==> config.mk <==
export PLATFORM = sky130hd
export DESIGN_NAME = data_mem_arbiter
export DESIGN_NICKNAME = d
export VERILOG_FILES = /design/src/rtl/data_mem_arb_pkg.sv /design/src/rtl/data_mem_arbiter_picker.sv /design/src/rtl/data_mem_arbiter.sv
export SDC_FILE = /design/constraint.sdc
export NUM_CORES = 1
export LEC_CHECK = 0
export BUFFER_PORTS_ARGS = -buffer_cell sky130_fd_sc_hd__buf_2
export CORE_MARGIN = 3
export CORE_UTILIZATION = 44
export DETAILED_ROUTE_END_ITERATION = 8
export GPL_ROUTABILITY_DRIVEN = 0
export MAX_ROUTING_LAYER = met4
export PLACE_DENSITY_LB_ADDON = 0.25
export SYNTH_ARGS = -nofsm -noshare
export SYNTH_HDL_FRONTEND = slang
export SYNTH_SLANG_ARGS = --single-unit
==> constraint.sdc <==
create_clock -name clk -period 7 [get_ports clk]
set_input_delay 1.05 -clock clk [delete_from_list [all_inputs] [get_ports clk]]
set_output_delay 1.05 -clock clk [all_outputs]
set_load 0.005 [all_outputs]
==> src/rtl/data_mem_arb_pkg.sv <==
// ---------------------------------------------------------------------------
// data_mem_arb_pkg
// Shared definitions for the data-memory arbiter: the arbiter state enum,
// the default word/address widths and the modulo increment used by the
// round-robin pointer.
// ---------------------------------------------------------------------------
package data_mem_arb_pkg;

  // LOCKED is only reachable when DATA_MEM_ARB_LOCK_EN is defined
  typedef enum logic [1:0] {
    IDLE   = 2'd0,
    GRANT  = 2'd1,
    LOCKED = 2'd2
  } arbState_t;

  localparam int DEFAULT_REG_WIDTH           = 12;
  localparam int DEFAULT_DATA_MEM_ADDR_WIDTH = 12;

  // Increment an index modulo n, so the pointer works for any core count
  function automatic int next_index(input int idx, input int n);
    if (idx + 1 >= n) return 0;
    return idx + 1;
  endfunction

endpackage

==> src/rtl/data_mem_arbiter_picker.sv <==
// ---------------------------------------------------------------------------
// rr_priority_picker
// Combinational first-set search over a request vector, starting at a
// rotating pointer and wrapping modulo N.
// Ports:
//   req   - request vector
//   ptr   - index that has highest priority this cycle (0..N-1)
//   grant - one-hot winner (all zero when no request)
//   idx   - binary index of the winner
//   valid - at least one request was found
// ---------------------------------------------------------------------------
module rr_priority_picker #(
  parameter int N     = 4,
  parameter int IDX_W = (N > 1) ? $clog2(N) : 1
) (
  input  logic [N-1:0]     req,
  input  logic [IDX_W-1:0] ptr,
  output logic [N-1:0]     grant,
  output logic [IDX_W-1:0] idx,
  output logic             valid
);

  // Scan ptr, ptr+1, ... with explicit wrap; the first hit wins
  always_comb begin
    int cand;
    grant = '0;
    idx   = '0;
    valid = 1'b0;
    cand  = 0;
    for (int k = 0; k < N; k++) begin
      cand = int'(ptr) + k;
      if (cand >= N) cand = cand - N;
      if (!valid && req[cand]) begin
        valid       = 1'b1;
        grant[cand] = 1'b1;
        idx         = IDX_W'(cand);
      end
    end
  end

endmodule

==> src/rtl/data_mem_arbiter.sv <==
// ---------------------------------------------------------------------------
// data_mem_arbiter
// Shares one single-port data RAM (registered read) among NUM_CORES cores.
// One access is granted per cycle in round-robin order; read data returns
// one cycle after the grant with a one-hot valid strobe.
// Optional feature: define DATA_MEM_ARB_LOCK_EN to add coreLock, which lets
// a core hold exclusive ownership for atomic read-modify-write sequences.
// Ports:
//   clk, rst              - clock, synchronous active-high reset
//   coreReq/coreWrEn      - per-core request and write qualifier
//   coreAddr/coreDataOut  - packed per-core address and write data
//   coreLock              - per-core lock request (lock build only)
//   coreGrant             - combinational one-hot grant
//   coreRdValid/coreRdData- read response, one cycle after a read grant
//   memAddr/memDataIn/memWrEn/memDataOut - shared RAM interface
//   busy                  - a request or an in-flight read exists
// ---------------------------------------------------------------------------
module data_mem_arbiter
  import data_mem_arb_pkg::*;
#(
  parameter int NUM_CORES           = 4,
  parameter int REG_WIDTH           = DEFAULT_REG_WIDTH,
  parameter int DATA_MEM_ADDR_WIDTH = DEFAULT_DATA_MEM_ADDR_WIDTH
) (
  input  logic                                clk,
  input  logic                                rst,
  input  logic [NUM_CORES-1:0]                coreReq,
  input  logic [NUM_CORES-1:0]                coreWrEn,
  input  logic [NUM_CORES*DATA_MEM_ADDR_WIDTH-1:0] coreAddr,
  input  logic [NUM_CORES*REG_WIDTH-1:0]      coreDataOut,
`ifdef DATA_MEM_ARB_LOCK_EN
  input  logic [NUM_CORES-1:0]                coreLock,
`endif
  output logic [NUM_CORES-1:0]                coreGrant,
  output logic [NUM_CORES-1:0]                coreRdValid,
  output logic [REG_WIDTH-1:0]                coreRdData,
  output logic [DATA_MEM_ADDR_WIDTH-1:0]      memAddr,
  output logic [REG_WIDTH-1:0]                memDataIn,
  output logic                                memWrEn,
  input  logic [REG_WIDTH-1:0]                memDataOut,
  output logic                                busy
);

  localparam int IDX_W = $clog2(NUM_CORES);

  arbState_t                    state;
  logic [IDX_W-1:0]             rrPtr;
  logic                         rdPending;
  logic [IDX_W-1:0]             rdIdx;
  logic [DATA_MEM_ADDR_WIDTH-1:0] lastAddr;

  logic [NUM_CORES-1:0] pickGrant;
  logic [IDX_W-1:0]     pickIdx;
  logic                 pickValid;

  logic                 lockedReq;
  logic [IDX_W-1:0]     lockedIdx;
  logic                 winValid;
  logic [IDX_W-1:0]     winIdx;
  logic                 grantValid;
  logic                 winWrEn;
  logic                 anyReq;

  rr_priority_picker #(
    .N     (NUM_CORES),
    .IDX_W (IDX_W)
  ) picker (
    .req   (coreReq),
    .ptr   (rrPtr),
    .grant (pickGrant),
    .idx   (pickIdx),
    .valid (pickValid)
  );

`ifdef DATA_MEM_ARB_LOCK_EN
  logic [IDX_W-1:0] owner;
  assign lockedReq = coreReq[owner];
  assign lockedIdx = owner;
`else
  assign lockedReq = 1'b0;
  assign lockedIdx = '0;
`endif

  // While locked only the owner may win; otherwise the round-robin pick wins
  assign winValid   = (state == LOCKED) ? lockedReq : pickValid;
  assign winIdx     = (state == LOCKED) ? lockedIdx : pickIdx;
  assign grantValid = winValid && !rst;
  assign winWrEn    = coreWrEn[winIdx];
  assign anyReq     = |coreReq;

  // Route the winner onto the shared RAM; the address holds when idle
  always_comb begin
    coreGrant = '0;
    memWrEn   = 1'b0;
    memDataIn = '0;
    memAddr   = rst ? '0 : lastAddr;
    if (grantValid) begin
      if (state == LOCKED) coreGrant[winIdx] = 1'b1;
      else                 coreGrant = pickGrant;
      memWrEn   = winWrEn;
      memAddr   = coreAddr[int'(winIdx)*DATA_MEM_ADDR_WIDTH +: DATA_MEM_ADDR_WIDTH];
      memDataIn = coreDataOut[int'(winIdx)*REG_WIDTH +: REG_WIDTH];
    end
  end

  // Read response lines up with the RAM's registered output; a reset in the
  // response cycle suppresses it so the dropped read never reports valid
  always_comb begin
    coreRdValid = '0;
    coreRdData  = '0;
    if (rdPending && !rst) begin
      coreRdValid[rdIdx] = 1'b1;
      coreRdData         = memDataOut;
    end
  end

  assign busy = !rst && (anyReq || rdPending);

  // Arbiter state, round-robin pointer and in-flight read tracking
  always_ff @(posedge clk) begin
    if (rst) begin
      state     <= IDLE;
      rrPtr     <= '0;
      rdPending <= 1'b0;
      rdIdx     <= '0;
      lastAddr  <= '0;
`ifdef DATA_MEM_ARB_LOCK_EN
      owner     <= '0;
`endif
    end else begin
      rdPending <= grantValid && !winWrEn;
      rdIdx     <= winIdx;
      lastAddr  <= memAddr;
`ifdef DATA_MEM_ARB_LOCK_EN
      if (state == LOCKED) begin
        if (!coreReq[owner] || !coreLock[owner]) begin
          rrPtr <= IDX_W'(next_index(int'(owner), NUM_CORES));
          state <= anyReq ? GRANT : IDLE;
        end
      end else if (grantValid && coreLock[winIdx]) begin
        state <= LOCKED;
        owner <= winIdx;
      end else begin
        if (grantValid) rrPtr <= IDX_W'(next_index(int'(winIdx), NUM_CORES));
        state <= anyReq ? GRANT : IDLE;
      end
`else
      if (grantValid) rrPtr <= IDX_W'(next_index(int'(winIdx), NUM_CORES));
      state <= anyReq ? GRANT : IDLE;
`endif
    end
  end

endmodule

## After elaboration in Yosys (flattened, before gate mapping)

Cells that the tools add are included.

- Latch bits: 0
- Bits of input ports: 118
- Flip-flop bits (word level): 19
- Memories kept: 0
- Bits in read-only memories: 0
- RAM bits: 0
- Logic and storage cells: 114
- Output and inout port bits: 46

- Multiplexer cells: 57
- $lt $le $gt $ge: 17
- Shifts and indexed selects: 2
- Divide/modulo/power cells: 0
- Multiply operators: 1
- $add $sub $neg: 8
- Reduce and logical (&&, ||, !) cells: 20
- Equality and inequality tests: 1
- Bitwise logic cells: 3

Operators by type and width:

| cell | count |
|---|---|
| 32-bit by 1-bit greater-or-equal comparator with 1-bit output, second input constant | 4 |
| 32-bit by 4-bit < comparator with 1-bit output, second input constant | 4 |
| 32-bit 2-to-1 mux | 4 |
| 32-bit by 4-bit greater-or-equal comparator with 1-bit output, second input constant | 3 |
| 32-bit by 4-bit subtractor with 32-bit output, second input constant | 3 |
| 12-bit 2-to-1 mux | 4 |
| 48-bit by 32-bit variable part select with 12-bit output | 1 |
| 48-bit by 7-bit variable part select with 12-bit output | 1 |
| 4-bit 2-to-1 mux | 7 |
| 1-bit 2-to-1 mux | 25 |
| 1-bit logical AND | 13 |
| 1-bit demux with 2-bit select | 6 |
| 2-bit 2-to-1 mux | 6 |
| 4-bit bitwise OR | 3 |
| 1-bit binary-select mux with 2-bit select | 5 |
| 2-bit by 1-bit adder with 3-bit output, second input constant | 2 |
| 2-bit by 2-bit adder with 3-bit output, second input constant | 2 |
| 2-bit by 3-bit < comparator with 1-bit output, second input constant | 2 |
| 1-bit zero test | 5 |
| 2-bit by 1-bit greater-or-equal comparator with 1-bit output, second input constant | 2 |
| 2-bit by 2-bit multiplier with 4-bit output, second input constant | 1 |
| 4-bit OR reduction | 1 |
| 2-bit by 3-bit subtractor with 4-bit output, second input constant | 1 |
| 2-bit by 3-bit greater-or-equal comparator with 1-bit output, second input constant | 1 |
| other kinds (3) | 3 |

## Logic depth before layout (Yosys ltp)

Gate-level depths: netlist of run 1.

- Word-level depth: 22
- Gate-level depth with buffers: 14
- Depth with buffers taken out: 8

## Cells and area by module

From an unflattened synthesis of run 1, not the netlist that was laid out.

- Cells, all modules: 203
- Area total of the unflattened synthesis: 2110.8 µm²

By module, submodules not included:

| module | area each (µm²) | instances | cells an instance | seq. area each (µm²) |
|---|---|---|---|---|
| data_mem_arbiter | 1650.3 | 1 | 155 | 340.3 |
| rr_priority_picker | 460.4 | 1 | 48 | 0.0 |

## Worst setup path before layout of run 1

No wires, ideal clock.

- Path type: register -> output
- From: register rrPtr[0]
- To: output port memAddr[6]
- Slack: 2.936 ns
- Data required time: 5.950 ns
- Stages on the path, launching flop included: 14
- Path buffers: 5
- Data arrival time: 3.014 ns
- Path through: dfxtp_1 buf_2 inv_1 clkbuf_1 ha_1 or3b_1 a2111o_1 a31o_1 or2_1 clkbuf_1 buf_6 buf_2 o211ai_1 o211ai_1

- Cells in the longest elaborated chain, start to end: 19
- Elaborated cells on any way between the ends: 47
- Those cells by class: 7 x add/sub; 1 x mul; 4 x order compare; 1 x shift; 27 x mux; 7 x reduce/logical

Ends and longest elaborated chain:

| element | line | text |
|---|---|---|
| start: declaration | data_mem_arbiter.sv:47 | `logic [IDX_W-1:0] rrPtr;` |
| start signal: assignment | data_mem_arbiter.sv:148 | `if (grantValid) rrPtr <= IDX_W'(next_index(int'(winIdx), NUM_CORES));` |
| branches (longest 18 deep; another with 32-bit by 4-bit subtractor with 32-bit output) | - |  |
| 12-bit 2-to-1 mux (*) | data_mem_arbiter.sv:97 | `if (grantValid) begin` |
| end: declaration | data_mem_arbiter.sv:37 | `output logic [DATA_MEM_ADDR_WIDTH-1:0] memAddr,` |

Mark *: on every way between the ends. The select of a mux whose other input is x is not followed.

## Worst setup path in the final report of run 1

- From: register rrPtr[0]
- To: output port memAddr[5]

The elaborated chain is that of the path after synthesis.

==> reports/summary.log, run 1 <==
INFO  critical_path  end_kind=primary output
INFO  sta            fmax=0.173GHz
INFO  critical_path  timing.critical_path.from_type=register
INFO  cells_and_area nFillCells=434
INFO  critical_path  required=5.95ns
INFO  sta            final_hold_viol_count=0
INFO  synthesis      postSynth.topFlopCell=dfxtp_1
INFO  die            floorplan.die.width=76.6um
INFO  global_routing grt_antenna_before_repair=0
INFO  min_path       timing.hold.worst_path_depth=2
INFO  critical_path  timing.critical_path.cells=inv_1, ha_1, mux2_2, o2bb2ai_1, a22oi_2, nand2_1, o211ai_1, buf_2
INFO  cells_and_area nNetsFinal=544
INFO  global_routing overall_fraction_of_global_route_tracks_in_use=25.0%
INFO  cells_and_area layout-drive-gt1-share=43.2%
INFO  clock_tree     clockBufferDepth=2
INFO  global_routing via_count_of_the_first_global_routing_pass=2580
INFO  synthesis      synth_edf_count=0
INFO  power_and_ir_drop power_density=308nW/um2
INFO  synthesis      synth.area.top_cells=mux2i_1, dfxtp_1, o211ai_1
INFO  min_path       hold_path_class=reg2reg
INFO  global_routing grt_max_degree=40
INFO  sta            worst_pin_slew=1.18ns
INFO  sta            setup_tns=0ns
INFO  synthesis      library_cell_with_the_largest_summed_area_after_synthesis=mux2i_1
INFO  synthesis      yosysWarningCount=0
INFO  die            ioPinCount=164
INFO  cells_and_area register_area=340um2
INFO  die            coreArea=4790um2
INFO  cells_and_area area_delta_synth_final=37.5%
INFO  synthesis      syn_nets=403
INFO  clock_tree     root_buffer=clkbuf_8
INFO  global_routing global_route_wire_length_before_repair=12100um
INFO  synthesis      synth.cell_area=2200um2
INFO  critical_path  cp_data_arrival_time=4.74ns
INFO  critical_path  critPathMaxFanout=23
INFO  power_and_ir_drop cellLeakagePower=1.60nW
INFO  sta            grt_setup_unrepaired=false
INFO  clock_tree     cts_max_level=1
INFO  critical_path  cp.buffers_inverters=2
INFO  die            die_area=5870um2
INFO  sta            slew_headroom=20.4%
INFO  synthesis      ys_ff_latch=17
INFO  outcome        result_of_the_run=finished, final reports clean
INFO  drt            route.vias.total=2757
INFO  sta            min_period=5.79ns
INFO  global_routing globalRouteOverflowTotal=0
INFO  sta            worst_clock_skew=0.000857ns
INFO  cells_and_area combined_area_of_the_multi_input_logic_cells=1710um2
INFO  clock_tree     cts_num_sinks=17
INFO  critical_path  worst_path_max_delay_cell=dfxtp_1
INFO  drt            drtIter0Drc=167
INFO  critical_path  cpPeakStageDelay=0.88ns
INFO  clock_tree     clkLatencyLatePin=0.25ns
INFO  synthesis      synth_area_per_cell=7.81um2
INFO  clock_tree     clock_slew_seen_by_the_registers_of_the_worst_setup_and_hold_paths=0.07ns
INFO  drt            postRouteAntennaNets=0
INFO  synthesis      async_flop_share=0%
INFO  cells_and_area post-route-util=63.1%
INFO  clock_tree     cts_bufs_inserted=3
INFO  sta            slew_violations=0
INFO  cells_and_area num_antenna_cells=0
INFO  drt            dr.pass1.iters=6
INFO  clock_tree     post_cts_resize_count=0
INFO  place          post_dp_hpwl=5740um
INFO  drt            drc_errors=0
INFO  critical_path  critPathTopFamily=compound AO/OA/AOI/OAI gates
INFO  power_and_ir_drop power=931uW
INFO  sta            final-setup-viol-count=0
INFO  critical_path  worst-r2r-cell-count=7
INFO  clock_tree     tritoncts=yes
INFO  drt            drt-vias-per-instance=5.65
INFO  synthesis      share_of_the_synthesized_area_in_the_top_cell_type=16.4%
INFO  synthesis      synthCells=281
INFO  clock_tree     cts_hold_buffers=0
INFO  clock_tree     cts_setup_buffers=0
INFO  drt            wirelength=7430um
INFO  die            die_height=76.6um
INFO  critical_path  worst-path-stages=8
INFO  drt            avgRoutedWirePerCell=15.2um
INFO  sta            share_of_the_clock_period_used_by_the_worst_path=82.7%
INFO  critical_path  criticalPathCategory=reg2out
INFO  place          buffer_ports.inserted=163
INFO  synthesis      register_area_share_after_synthesis=15.5%
INFO  die            core.rowCount=25
INFO  power_and_ir_drop vdd_drop_max=0.000182V
INFO  job            cap_viol_max_count=0
INFO  die            starting_density=45.9%
INFO  synthesis      synth.lib_cells_used.distinct=46
==> cells by family (layout without fill, tap and decap cells) <==
family / after synthesis / in the layout / synth area share [%]
muxes: 49 / 49 / 23.6
adders and majority gates: 4 / 4 / 2.28
xor gates and xnor gates: 1 / 1 / 0.399
buffers and inverters: 34 / 174 / 6.78
AOI/OAI and AO/OA: 99 / 99 / 33.8
and+or+nand+nor: 77 / 77 / 17.7
DFF: 17 / 17 / 15.5
==> path summary, 6_finish.rpt <==
path	from	to	slack, ns
max	rrPtr[0]	memAddr[5]	1.21
min	lastAddr[6]	lastAddr[6]	0.48
max reg2reg	rrPtr[0]	lastAddr[5]	2.61
min reg2reg	lastAddr[6]	lastAddr[6]	0.48
==> per-layer routing <==
layer  vias up  global-route usage (%)  routed length [um]
li1       1376                       -                   -
met1      1253                    33.0                3280
met2       122                    40.5                3530
met3         6                    4.37                 567
met4         0                    4.17                  51
met5         -                       -                   0
==> cell type report <==
class                      count  area share, %
clock inverter                 1          0.166
sequential                    17           11.3
tap                           67           2.78
timing repair buffer         163           27.0
multi-input combinational    230           56.5
clock buffer                   3           1.37
inverter                       7          0.870
==> power breakdown <==
| part | total (mW) | switching (mW) | internal, mW |
|---|---|---|---|
| Clock | 0.0755 | 0.0360 | 0.0395 |
| Combinational | 0.684 | 0.359 | 0.325 |
| Sequential | 0.172 | 0.0323 | 0.140 |
==> state kept, by name, summed over array words and instances, names as in the netlist <==
name,flops
rrPtr,2
rdIdx,2
rdPending,1
lastAddr,12
==> synthesized netlist by cell type, types with 2 or more instances <==
| cell | n |
|---|---|
| a222oi_1 | 5 |
| and2_1 | 13 |
| a221o_1 | 5 |
| mux2i_1 | 36 |
| o2bb2ai_1 | 2 |
| o22ai_1 | 14 |
| nor3b_1 | 4 |
| a22o_1 | 11 |
| ha_1 | 4 |
| a21oi_1 | 7 |
| a22oi_1 | 6 |
| o21a_1 | 2 |
| dfxtp_1 | 17 |
| nor2b_1 | 2 |
| nand2_1 | 25 |
| a211oi_1 | 3 |
| nor2_1 | 15 |
| nand3_1 | 6 |
| o21ai_0 | 8 |
| o211ai_1 | 30 |
| inv_1 | 7 |
| clkbuf_1 | 15 |
| buf_2 | 11 |
| mux2_2 | 11 |
==> worst min-delay path: cells and delay by family (launching register included) <==
kind / cells / cell delay [ns]
simple gates: 1 / 0.06
flops: 1 / 0.31
compound gates: 1 / 0.08
==> placed cells by master (no fill, tap or decap), drive strengths merged, types with 3 or more instances in the layout <==
master	n
o211ai	30
mux2	12
mux2i	36
nor3b	4
a211oi	3
o21ai	8
ha	4
a222oi	5
nand3	6
clkbuf	3
a22o	11
a21oi	7
buf	163
and2	13
dfxtp	17
o22ai	14
nor2	15
nand2	25
a22oi	7
a221o	5
inv	7
==> through the flow <==
stage                     hold WS (ns)  cells  setup WS, ns  cell area [um2]
after detailed placement         0.465    484          1.55             2970
after floorplan                  0.448    281          2.94             2200
after CTS                        0.483    488          1.25             3020
after global routing             0.500    488         0.804             3020
final                            0.478    488          1.21             3020
after global placement           0.456    484          1.69             2970
(Power assumes the default switching activity.)
==> run 2, diff against run 1 <==
Settings changed: CORE_UTILIZATION 44 to 37.
Clock period 7 ns to 5.1 ns, I/O delays scaled along.
==> reports/summary.log, run 2 (synthesized netlist as in run 1, its figures left out) <==
INFO  critical_path  worst-r2r-cell-count=8 [was 7]
INFO  global_routing grt_max_degree=40 [unchanged]
INFO  power_and_ir_drop power.combinational.fraction=75.3% [was 73.4%]
INFO  critical_path  critPathTopFamily=compound AO/OA/AOI/OAI gates [unchanged]
INFO  sta            worst_clock_skew=0.00462ns [was 0.000857 ns]
INFO  critical_path  critPathMaxFanout=39 [was 23]
INFO  sta            min_period=4.60ns
INFO  critical_path  rrSetupSlack=1.54ns [was 2.61 ns]
INFO  sta            slew_headroom=30.4% [was 20.4%]
INFO  sta            fmax=0.217GHz
INFO  critical_path  worst_path_max_delay_cell=or2_2 [was dfxtp_1]
INFO  power_and_ir_drop cellLeakagePower=1.62nW [was 1.60 nW]
INFO  sta            share_of_the_clock_period_used_by_the_worst_path=90.2%
INFO  min_path       min_to=lastAddr[10] [was lastAddr[6]]
INFO  critical_path  required=4.34ns [was 5.95 ns]
INFO  clock_tree     post_cts_resize_count=0 [unchanged]
INFO  drt            wirelength=7730um [was 7430 um]
INFO  drt            dr.pass1.iters=4 [was 6]
INFO  sta            final-setup-viol-count=0 [unchanged]
INFO  sta            slew_violations=0 [unchanged]
INFO  die            starting_density=39.2% [was 45.9%]
INFO  cells_and_area layout-drive-gt1-share=43.8% [was 43.2%]
INFO  global_routing globalRouteOverflowTotal=0 [unchanged]
INFO  sta            grt_setup_unrepaired=false [unchanged]
INFO  drt            avgRoutedWirePerCell=15.6um [was 15.2 um]
INFO  sta            final_hold_viol_count=0 [unchanged]
INFO  place          buffer_ports.inserted=163 [unchanged]
INFO  min_path       hold_path_class=reg2reg [unchanged]
INFO  place          post_dp_cell_area=3010um2 [was 2970 um2]
INFO  global_routing via_count_of_the_first_global_routing_pass=2795 [was 2580]
INFO  cells_and_area nNetsFinal=548 [was 544]
INFO  power_and_ir_drop pwr-share-clk=8.0% [was 8.1%]
INFO  drt            drc_errors=0 [unchanged]
INFO  power_and_ir_drop power.share.switching=46.2% [was 45.9%]
INFO  clock_tree     root_buffer=clkbuf_8 [unchanged]
INFO  die            floorplan.die.width=83.0um [was 76.6 um]
INFO  cells_and_area reg.largest.list=lastAddr (12), rdIdx (2), rrPtr (2) [unchanged]
INFO  clock_tree     clockBufferDepth=2 [unchanged]
INFO  place          post-place-cells=493 [was 484]
INFO  cells_and_area num_antenna_cells=0 [unchanged]
INFO  critical_path  end_kind=primary output [unchanged]
INFO  critical_path  cp.buffers_inverters=2 [unchanged]
INFO  clock_tree     cts_hold_buffers=0 [unchanged]
INFO  global_routing overall_fraction_of_global_route_tracks_in_use=21.8% [was 25.0%]
INFO  clock_tree     cts_bufs_inserted=3 [unchanged]
INFO  sta            setup_tns=0ns [unchanged]
INFO  cells_and_area final_common_cell=buf_2 [unchanged]
INFO  critical_path  timing.rr.start=rrPtr[1] [was rrPtr[0]]
INFO  die            die_area=6890um2 [was 5870 um2]
INFO  global_routing global_route_wire_length_before_repair=12600um [was 12100 um]
INFO  power_and_ir_drop vdd_drop_max=0.000212V [was 0.000182 V]
INFO  job            cap_viol_max_count=0 [unchanged]
INFO  drt            postRouteAntennaNets=0 [unchanged]
INFO  cells_and_area layout_common_cells=buf_2, mux2i_1, o211ai_1 [unchanged]
INFO  critical_path  criticalPathCategory=reg2out [unchanged]
INFO  critical_path  critical-path-top-cell-by-count=o211ai_1
INFO  clock_tree     cts_num_sinks=17 [unchanged]
INFO  power_and_ir_drop power_frac_seq=16.7% [was 18.5%]
INFO  place          post_dp_hpwl=5960um [was 5740 um]
INFO  global_routing grt_antenna_before_repair=0 [unchanged]
INFO  critical_path  timing.critical_path.cells=inv_1, ha_1, or3b_1, a2111o_1, a31o_1, or2_2, o211ai_1, o211ai_1, buf_2 [was inv_1, ha_1, mux2_2, o2bb2ai_1, a22oi_2, nand2_1, o211ai_1, buf_2]
INFO  min_path       timing.hold.worst_path_depth=2 [unchanged]
INFO  cells_and_area finalNonFillerCells=497 [was 488]
INFO  die            ioPinCount=164 [unchanged]
INFO  min_path       holdCritStartpoint=lastAddr[10] [was lastAddr[6]]
INFO  power_and_ir_drop intPower=707uW [was 504 uW]
INFO  critical_path  cp_data_arrival_time=3.83ns [was 4.74 ns]
INFO  clock_tree     cts_max_level=1 [unchanged]
INFO  critical_path  timing.critical_path.from_type=register [unchanged]
INFO  cells_and_area area_delta_synth_final=39.3% [was 37.5%]
INFO  critical_path  crit_path_start=rrPtr[1] [was rrPtr[0]]
INFO  clock_tree     cts_setup_buffers=0 [unchanged]
INFO  die            coreArea=5610um2 [was 4790 um2]
INFO  die            core.rowCount=27 [was 25]
INFO  clock_tree     clock_slew_seen_by_the_registers_of_the_worst_setup_and_hold_paths=0.07ns [about the same]
INFO  drt            drtIter0Drc=179 [was 167]
INFO  drt            drt-vias-per-instance=5.59 [was 5.65]
INFO  cells_and_area max_flop_register=lastAddr [unchanged]
INFO  cells_and_area area_of_all_placed_cells_without_fillers=3060um2 [was 3020 um2]
INFO  power_and_ir_drop power.net_switching=607uW [was 427 uW]
INFO  die            die_height=83.0um [was 76.6 um]
INFO  drt            route.vias.total=2776 [was 2757]
INFO  sta            worst_pin_slew=1.04ns [was 1.18 ns]
INFO  clock_tree     clkLatencyLatePin=0.26ns [was 0.25 ns]
INFO  outcome        result_of_the_run=finished, final reports clean [unchanged]
INFO  cells_and_area largest_register_ff_count=12 [unchanged]
INFO  power_and_ir_drop power_density=430nW/um2 [was 308 nW/um2]
INFO  cells_and_area post-route-util=54.5% [was 63.1%]
INFO  clock_tree     tritoncts=yes [unchanged]
INFO  cells_and_area nFillCells=574 [was 434]
INFO  critical_path  cpPeakStageDelay=0.66ns [was 0.88 ns]
INFO  critical_path  rr_endpoint=rdPending [was lastAddr[5]]
## run 2: changes by cell type in the layout (fill, tap and decap cells not counted), sizes merged
| cell | delta |
|---|---|
| buf | +4 |
| clkinv | -1 |
| clkinvlp | +1 |
## run 2: how the worst max path moves through the flow
stage	slack (ns)	end	cells after the start
after floorplan	1.32	memAddr[6]	13
after global placement	0.93	memAddr[4]	9
after detailed placement	0.83	memAddr[4]	9
after CTS	0.53	memAddr[4]	9
after global routing	0.25	memAddr[4]	9
final	0.50	memAddr[4]	9
## run 2: per-layer routing
layer,GRT usage [%],part of all wire [%],up-vias
met3,4.46,8.8,10
li1,-,-,1379
met4,3.57,1.3,0
met1,25.6,40,1257
met5,-,0,-
met2,39.1,50,130
## run 2: cell type report
type / instances / area [um2] / share of cell area [%]
Multi-Input combinational cell: 230 / 1710 / 55.8
Timing Repair Buffer: 167 / 846 / 27.7
Sequential cell: 17 / 340 / 11.1
Tap cell: 72 / 90.1 / 2.95
Clock buffer: 3 / 41.3 / 1.35
Inverter: 7 / 26.3 / 0.859
Clock inverter: 1 / 7.51 / 0.245
## run 2: power by group through the flow
stage / Sequential [mW] / Combinational, mW / Clock, mW
global placement: 0.219 / 0.975 / 0
global route: 0.226 / 1.10 / 0.116
floorplan: 0.212 / 0.723 / 0
finish: 0.219 / 0.990 / 0.105
detailed placement: 0.221 / 0.991 / 0
CTS: 0.218 / 0.994 / 0.110
## run 2: metrics by stage
step | hold WS, ns | total power, mW | setup slack, ns
detailed placement | 0.469 | 1.21 | 0.827
global route | 0.525 | 1.44 | 0.246
floorplan | 0.448 | 0.935 | 1.32
finish | 0.484 | 1.31 | 0.501
CTS | 0.485 | 1.32 | 0.533
global placement | 0.458 | 1.19 | 0.928
## run 2: tightest hold or removal path, stage by stage, from the launching register on
cell and delay, ns:
dfxtp_1 0.31, nand2_1 0.06, o211ai_1 0.08
